`config.mk`:
```
export PLATFORM = sky130hd
export DESIGN_NAME = ioctl_upload_port
export DESIGN_NICKNAME = d
export VERILOG_FILES = /design/src/rtl/ioctl_upload_port.sv
export SDC_FILE = /design/constraint.sdc
export NUM_CORES = 1
export LEC_CHECK = 0
export ABC_AREA = 1
export ABC_CLOCK_PERIOD_IN_PS = 2100
export BUFFER_PORTS_ARGS = -buffer_cell sky130_fd_sc_hd__buf_2
export CORE_ASPECT_RATIO = 1.25
export CORE_MARGIN = 4
export CORE_UTILIZATION = 45
export DETAILED_ROUTE_END_ITERATION = 12
export GPL_ROUTABILITY_DRIVEN = 0
export PLACE_DENSITY = 0.83
export SYNTH_ARGS = -nofsm -noshare
export SYNTH_HDL_FRONTEND = slang
export SYNTH_SLANG_ARGS = --single-unit
```
`constraint.sdc`:
```
create_clock -name clk_sys -period 2.1 [get_ports clk_sys]
set_clock_uncertainty 0.2 [all_clocks]
set_input_delay 0.105 -clock clk_sys [delete_from_list [all_inputs] [get_ports clk_sys]]
set_output_delay 0.105 -clock clk_sys [all_outputs]
set_load 0.05 [all_outputs]
```
`src/rtl/ioctl_upload_port.sv`:
```
// HPS ioctl upload responder: answers each ioctl_rd strobe with one byte read from a
// fixed-latency synchronous memory. Define IOCTL_UPLOAD_CSUM_EN for the running checksum.
module ioctl_upload_port #(
  parameter int ADDR_W  = 16,
  parameter int SIZE    = 65536,
  parameter int MEM_LAT = 1
) (
  input  logic              clk_sys,
  input  logic              reset,
  input  logic              ioctl_upload,
  input  logic              ioctl_rd,
  input  logic [24:0]       ioctl_addr,
  output logic [7:0]        ioctl_din,
  output logic              ioctl_wait,
  output logic [ADDR_W-1:0] mem_addr,
  output logic              mem_rd,
  input  logic [7:0]        mem_dout,
  output logic              busy,
  output logic [24:0]       byte_cnt,
  output logic              done,
  output logic [7:0]        csum
);

  typedef enum logic [1:0] {
    IDLE,
    FETCH,
    CAPTURE
  } state_t;

  localparam logic [25:0] SIZE_W   = 26'(SIZE);
  localparam logic [2:0]  LAT_INIT = 3'(MEM_LAT);

  if (MEM_LAT < 1 || MEM_LAT > 4) begin : g_bad_lat
    $error("ioctl_upload_port: MEM_LAT must be in 1..4");
  end
  if (longint'(SIZE) > (longint'(1) << ADDR_W)) begin : g_bad_size
    $error("ioctl_upload_port: SIZE must not exceed 2**ADDR_W");
  end

  state_t      state, state_next;
  logic [2:0]  lat_cnt, lat_next;
  logic        upload_q;
  logic        in_range;
  logic        accept;
  logic        capture;
  logic        fill;
  logic        serve;
  logic        sess_rise;
  logic        sess_fall;
  logic [7:0]  serve_data;
  logic [24:0] cnt_base;
  logic [24:0] cnt_next;

  assign in_range  = ({1'b0, ioctl_addr} < SIZE_W);
  assign sess_rise = ioctl_upload & ~upload_q;
  assign sess_fall = ~ioctl_upload & upload_q;
  assign done      = sess_fall;
  assign busy      = (state != IDLE);

  always_comb begin
    state_next = state;
    lat_next   = lat_cnt;
    accept     = 1'b0;
    capture    = 1'b0;
    fill       = 1'b0;
    ioctl_wait = 1'b1;
    case (state)
      IDLE: begin
        // Strobes outside IDLE are protocol violations and simply never reach here.
        ioctl_wait = ioctl_rd & ioctl_upload & in_range;
        if (ioctl_rd && ioctl_upload) begin
          if (in_range) begin
            accept     = 1'b1;
            lat_next   = LAT_INIT;
            state_next = FETCH;
          end else begin
            fill = 1'b1;
          end
        end
      end
      FETCH: begin
        lat_next = lat_cnt - 3'd1;
        if (lat_cnt == 3'd1) begin
          state_next = CAPTURE;
        end
      end
      CAPTURE: begin
        capture    = 1'b1;
        state_next = IDLE;
      end
      default: begin
        state_next = IDLE;
      end
    endcase
  end

  // A session start clears the count before any byte served on the same edge is added.
  always_comb begin
    serve      = capture | fill;
    serve_data = capture ? mem_dout : 8'hFF;
    cnt_base   = sess_rise ? 25'd0 : byte_cnt;
    cnt_next   = serve ? cnt_base + 25'd1 : cnt_base;
  end

  always_ff @(posedge clk_sys) begin
    if (reset) begin
      state     <= IDLE;
      lat_cnt   <= 3'd0;
      upload_q  <= 1'b0;
      mem_addr  <= '0;
      mem_rd    <= 1'b0;
      ioctl_din <= 8'h00;
      byte_cnt  <= 25'd0;
    end else begin
      state    <= state_next;
      lat_cnt  <= lat_next;
      upload_q <= ioctl_upload;
      mem_rd   <= accept;
      byte_cnt <= cnt_next;
      if (accept) begin
        mem_addr <= ioctl_addr[ADDR_W-1:0];
      end
      if (serve) begin
        ioctl_din <= serve_data;
      end
    end
  end

`ifdef IOCTL_UPLOAD_CSUM_EN
  logic [7:0] csum_q;
  logic [7:0] csum_base;
  logic [7:0] csum_next;

  always_comb begin
    csum_base = sess_rise ? 8'h00 : csum_q;
    csum_next = serve ? csum_base + serve_data : csum_base;
  end

  always_ff @(posedge clk_sys) begin
    if (reset) begin
      csum_q <= 8'h00;
    end else begin
      csum_q <= csum_next;
    end
  end

  assign csum = csum_q;
`else
  assign csum = 8'h00;
`endif

endmodule
```
# After elaboration in Yosys (flattened, before gate mapping)
# Cells that the tools add are included.
[op_classes]
magnitude_cmp = 1
n_bitwise = 7
n_eq_ne = 6
n_mux = 18
add_sub_neg = 2
reduce_logical = 6
[ops]
columns = ["operator", "n"]
rows = [
  ["two-way mux 25 bit", 2],
  ["adder 25 x 1 -> 25 bit (second input constant)", 1],
  ["< comparator 25 x 17 -> 1 bit (second input constant)", 1],
  ["two-way mux 1 bit", 8],
  ["two-way mux 8 bit", 1],
  ["two-way mux 2 bit", 3],
  ["two-way mux 3 bit", 2],
  ["inequality test 2 bit (second input constant)", 3],
  ["one-hot mux 3 bit (2 select lines)", 1],
  ["AND reduction 3 bit", 2],
  ["AND 1 bit", 4],
  ["one-hot mux 2 bit (2 select lines)", 1],
  ["nonzero test 2 bit", 2],
  ["equality test 3 x 1 -> 1 bit (second input constant)", 1],
  ["subtractor 3 x 1 -> 3 bit (second input constant)", 1],
  ["equality test 2 x 1 -> 1 bit (second input constant)", 1],
  ["equality test 2 bit (second input constant)", 1],
  ["logical NOT 2 bit", 1],
  ["NOT 1 bit", 2],
  ["logical AND 1 bit", 1],
  ["bitwise OR 1 bit", 1],
]
[word_totals]
reg_bits = 56
output_inout_bits = 61

# Longest topological paths before layout
[depth]
ltp_word = 6
ltp_mapped = 15
ltp_nobuf = 13

# Worst setup path before layout
# OpenSTA, ideal clock, no wires.
[synth_timing]
path_type = "input to register"
from = "input port ioctl_addr[19]"
to = "register lat_cnt[1]"
required_ps = 1778
path_stages = 6
setup_ps = 122
path_slack_ps = -129
t_arrival_ps = 1906
cell_sequence = "nor2_1 nand3_1 o31ai_1 nand2_1 nand3_1 o21ai_0"
[synth_via]
elab_chain_len = 3
[synth_lines]
columns = ["item", "line", "rtl"]
rows = [
  ["start: declaration", "12", "input logic [24:0] ioctl_addr,"],
  ["< comparator 25 x 17 -> 1 bit", "54", "assign in_range = ({1'b0, ioctl_addr} < SIZE_W);"],
  ["inequality test 2 bit (no source line)", "-", ""],
  ["AND reduction 3 bit (no source line)", "-", ""],
  ["end signal: assignment", "116", "lat_cnt <= lat_next;"],
  ["end: declaration", "41", "logic [2:0] lat_cnt, lat_next;"],
]
# Every way passes these cells.
# A chain may end at the register's enable or synchronous reset.

# Worst setup path after layout
[layout_timing]
from = "register upload_q"
to = "register byte_cnt[16]"
[layout_via]
elab_chain_len = 5
[layout_lines]
columns = ["item", "line", "rtl"]
rows = [
  ["start: declaration", "42", "logic upload_q;"],
  ["start signal: assignment", "117", "upload_q <= ioctl_upload;"],
  ["NOT 1 bit *", "55", "assign sess_rise = ioctl_upload & ~upload_q;"],
  ["AND 1 bit *", "55", ""],
  ["two-way mux 25 bit *", "101", "cnt_base = sess_rise ? 25'd0 : byte_cnt;"],
  ["adder 25 x 1 -> 25 bit", "102", "cnt_next = serve ? cnt_base + 25'd1 : cnt_base;"],
  ["two-way mux 25 bit *", "102", ""],
  ["end signal: assignment", "119", "byte_cnt <= cnt_next;"],
  ["end: declaration", "19", "output logic [24:0] byte_cnt,"],
]
# Every way passes the cells marked *; elsewhere a longest branch is shown, timed or not.

==> metrics.md <==
| Metric | Value |
|---|---|
| Hold slack final | 0.0700 ns |
| Drt first pass iters | 6 |
| Combinational share of power | 13.0% |
| Number of nets with antenna violations after routing | 0 |
| Area Overhead vs Synth | 30.3% |
| Number of cell rows | 32 |
| Area contributors post-synth | dfxtp_1, nand2_1, inv_1 |
| Initial antenna violation count | 0 |
| Crit path max-delay family | simple AND/OR/NAND/NOR gates |
| Layout Cell Area excl Fill | 0.00374 mm² |
| Ant diodes | 0 |
| Most numerous cell in the Yosys netlist | nand2_1 |
| Layout cell share with drive strength beyond 1 | 25.0% |
| Leakage | 1.81 nW |
| EDFF count, synth | 0 |
| Switching pwr | 0.518 mW |
| Worst path required time | 2.14 ns |
| Buf/Inv on CP | 2 |
| WS Path Type | reg2reg |
| Number of H-tree levels | 2 |
| IO Port Bufs | 89 |
| Slowest cell on the critical path | dfxtp_2 |
| Vias per inst | 4.78 |
| DIE HEIGHT | 97.3 µm |
| Final period utilization | 91.6% |
| Max clock buf depth | 2 |
| # DRC | 0 |
| Async set-reset flop share out of synthesis | 0% |
| Tot Pwr | 2.04 mW |
| GRT Total Usage | 19.1% |
| DR WL/cell | 11.9 µm |
| Synth Area per Inst | 7.04 µm² |
| CTS tree | done |
| Syn Std Cell Area | 0.00287 mm² |
| Outcome | finished, final reports clean |
| Hold WC Path Type | in2reg |
| Total CTS buffers | 5 |
| Total global routing overflow | 0 |
| Placed Area | 0.00334 mm² |
| Setup WS post-layout | 0.177 ns |
| Vias in the first global route | 2841 |
| Die Wd | 79.5 µm |
| Clock Tree Root | clkbuf_8 |
| Fmax | 520 MHz |
| Delay of the slowest critical-path stage | 0.33 ns |
| Nets@finish | 563 |
| Detailed placer's ending HPWL | 5010 µm |
| Setup Viol. Count Final | 0 |
| Main synth FF type | dfxtp_1 |
| P_int | 1.53 mW |
| Worst setup SP type | flip-flop |
| Net Sw Frac | 25.4% |
| Die area | 0.00773 mm² |
| Synth Instances | 408 |
| Synth top area share | 39.0% |
| Clock Latency Late Sink | 0.30 ns |
| Register area share after synthesis | 39.0% |
| Hold_sp | ioctl_addr[16] |
| Critical R2R Capture | byte_cnt[16] |
| Clk sinks | 56 |
| Hold EP | mem_rd |
| Synthesized flop and latch total | 56 |
| PD cells | 546 mW/mm² |
| Clock Power Share | 34.0% |
| Core Util, Final | 60.3% |
| Initial Util | 46.3% |
| Top post-synthesis cells by count | nand2_1, inv_1, nor2_1 |
| Area leader, netlist | dfxtp_1 |
| Worst VDD drop | 0.445 mV |
| Largest net degree at the start of global routing | 36 |
| Reg power frac | 53.0% |
| Syn. warnings | 0 |
| Worst r2r src | upload_q |
| Arrival time worst endpoint | 1.97 ns |
| First-pass GRT wire length | 12400 µm |
| Nature of the critical path endpoint | flip-flop |
| DRT iter0 DRCs | 131 |
| Total detailed-routing wirelength | 7270 µm |
| Final Hold Viols | 0 |
| CORE AREA | 0.00621 mm² |
| CP max FO | 8 |
| # IOs | 98 |
| Worst slack at placement | 0.110 ns |
| Worst-path clk slew | 0.10 ns |
| Hold path depth | 6 |
| Fin crit period | 1.92 ns |
| Cells on worst reg2reg path | 13 |
| Maxcap violations | 0 |
| Vias | 2911 |
| Final-report max-slew violation count | 0 |
| CP Cell Sequence | inv_2, nand2_4, inv_1, nor2_2, ha_2, nand2_2, nor2_4, nand2_2, nor2_8, nand3_1, nand2_1, nand2_1, nor2_1 |
| Setup slack, reg-to-reg | 0.18 ns |
| Post-synth cell types | 34 |
## metrics by stage
| stage | std cells | setup TNS (ns) |
|---|---|---|
| after floorplan | 415 | 0 |
| after global placement | 573 | 0 |
| final | 609 | 0 |
| after global routing | 609 | -0.00296 |
| after CTS | 608 | 0 |
| after detailed placement | 573 | 0 |
## state kept, by name, summed over array words and instances, names as in the netlist
signal and flops:
byte_cnt 25, mem_rd 1, ioctl_din 8, mem_addr 16, lat_cnt 3, upload_q 1
state 2
## per-layer routing
| metal | wire length (µm) | vias to the layer above | share of wire, % | global-route usage [%] |
|---|---|---|---|---|
| met4 | 42 | 0 | 0.58 | 3.97 |
| met3 | 482 | 8 | 6.6 | 5.94 |
| met1 | 2850 | 1327 | 39 | 20.9 |
| met5 | 0 | - | 0 | 0 |
| li1 | - | 1496 | - | - |
| met2 | 3900 | 80 | 54 | 35.3 |
## power groups by stage
stage	Clock, mW	Combinational, mW	Sequential, mW
global route	0.748	0.288	1.08
global placement	0	0.218	1.11
CTS	0.712	0.261	1.08
floorplan	0	0.133	1.15
finish	0.695	0.266	1.08
detailed placement	0	0.224	1.11
## repair_timing
| item | in CTS | in global routing |
|---|---|---|
| gates resized for setup | 0 | 7 |
| setup buffers | 0 | 1 |
| setup endpoints to repair | 0 | 8 |
| endpoints found under the hold margin | 31 | 0 |
| hold buffers | 27 | 0 |
## cells by family after synthesis
group	after synthesis	share of synthesized area, %
compound gates	62	12.2
xor+xnor	2	0.610
fa+ha+maj	3	1.31
buf+inv	87	14.8
flops	56	39.0
other cells	1	0.131
simple gates	197	32.0
## tightest hold or removal path: cells and delay by family
kind,cells,cell delay (ns)
AND/OR/NAND/NOR,5,0.35
buffers and inverters,1,0.08
## final cells by class
class / instances / area [µm²]
Fill cell: 582 / 2460
Multi-Input combinational cell: 272 / 1370
Sequential cell: 56 / 1120
Timing Repair Buffer: 125 / 796
Inverter: 63 / 236
Tap cell: 85 / 106
Clock buffer: 6 / 72.6
Clock inverter: 2 / 35.0
## layout by cell type (no fill, tap or decap)
| cell | instances |
|---|---|
| buf_2 | 89 |
| nand2_1 | 78 |
| inv_1 | 62 |
| nor2_1 | 60 |
| dfxtp_1 | 55 |
| nand3_1 | 29 |
| a21oi_1 | 28 |
| dlygate4sd3_1 | 27 |
| o21ai_0 | 23 |
| o221ai_1 | 8 |
| conb_1 | 8 |
| buf_4 | 8 |
| nand2_2 | 6 |
| nand4_1 | 5 |
| clkbuf_8 | 5 |
| nor2_4 | 4 |
| nor2_2 | 3 |
| nand3_2 | 3 |
| nand2_4 | 2 |
| xor2_1 | 2 |
| ha_1 | 2 |
| inv_2 | 1 |
| o31ai_2 | 1 |
| o21ai_2 | 1 |
| nand3_4 | 1 |
| nor2_8 | 1 |
| nand3b_4 | 1 |
| or2_1 | 1 |
| nand3b_1 | 1 |
| and2_1 | 1 |
| a21boi_0 | 1 |
| nor3_1 | 1 |
| ha_2 | 1 |
| clkbuf_1 | 1 |
| bufinv_16 | 1 |
| clkinv_2 | 1 |
| buf_12 | 1 |
| dfxtp_2 | 1 |
## worst max-delay path by stage
stage | start | endpoint | slack [ns] | depth (start not counted)
3_5_place_dp | upload_q | byte_cnt[16] | 0.11 | 13
3_3_place_gp | upload_q | byte_cnt[24] | 0.19 | 12
2_1_floorplan | byte_cnt[1] | byte_cnt[12] | 0.005 | 10
4_1_cts | upload_q | byte_cnt[16] | 0.09 | 13
5_1_grt | upload_q | byte_cnt[14] | -0.003 | 13
6_report | upload_q | byte_cnt[16] | 0.18 | 13
Note: power is estimated with default switching activity, not from simulation.
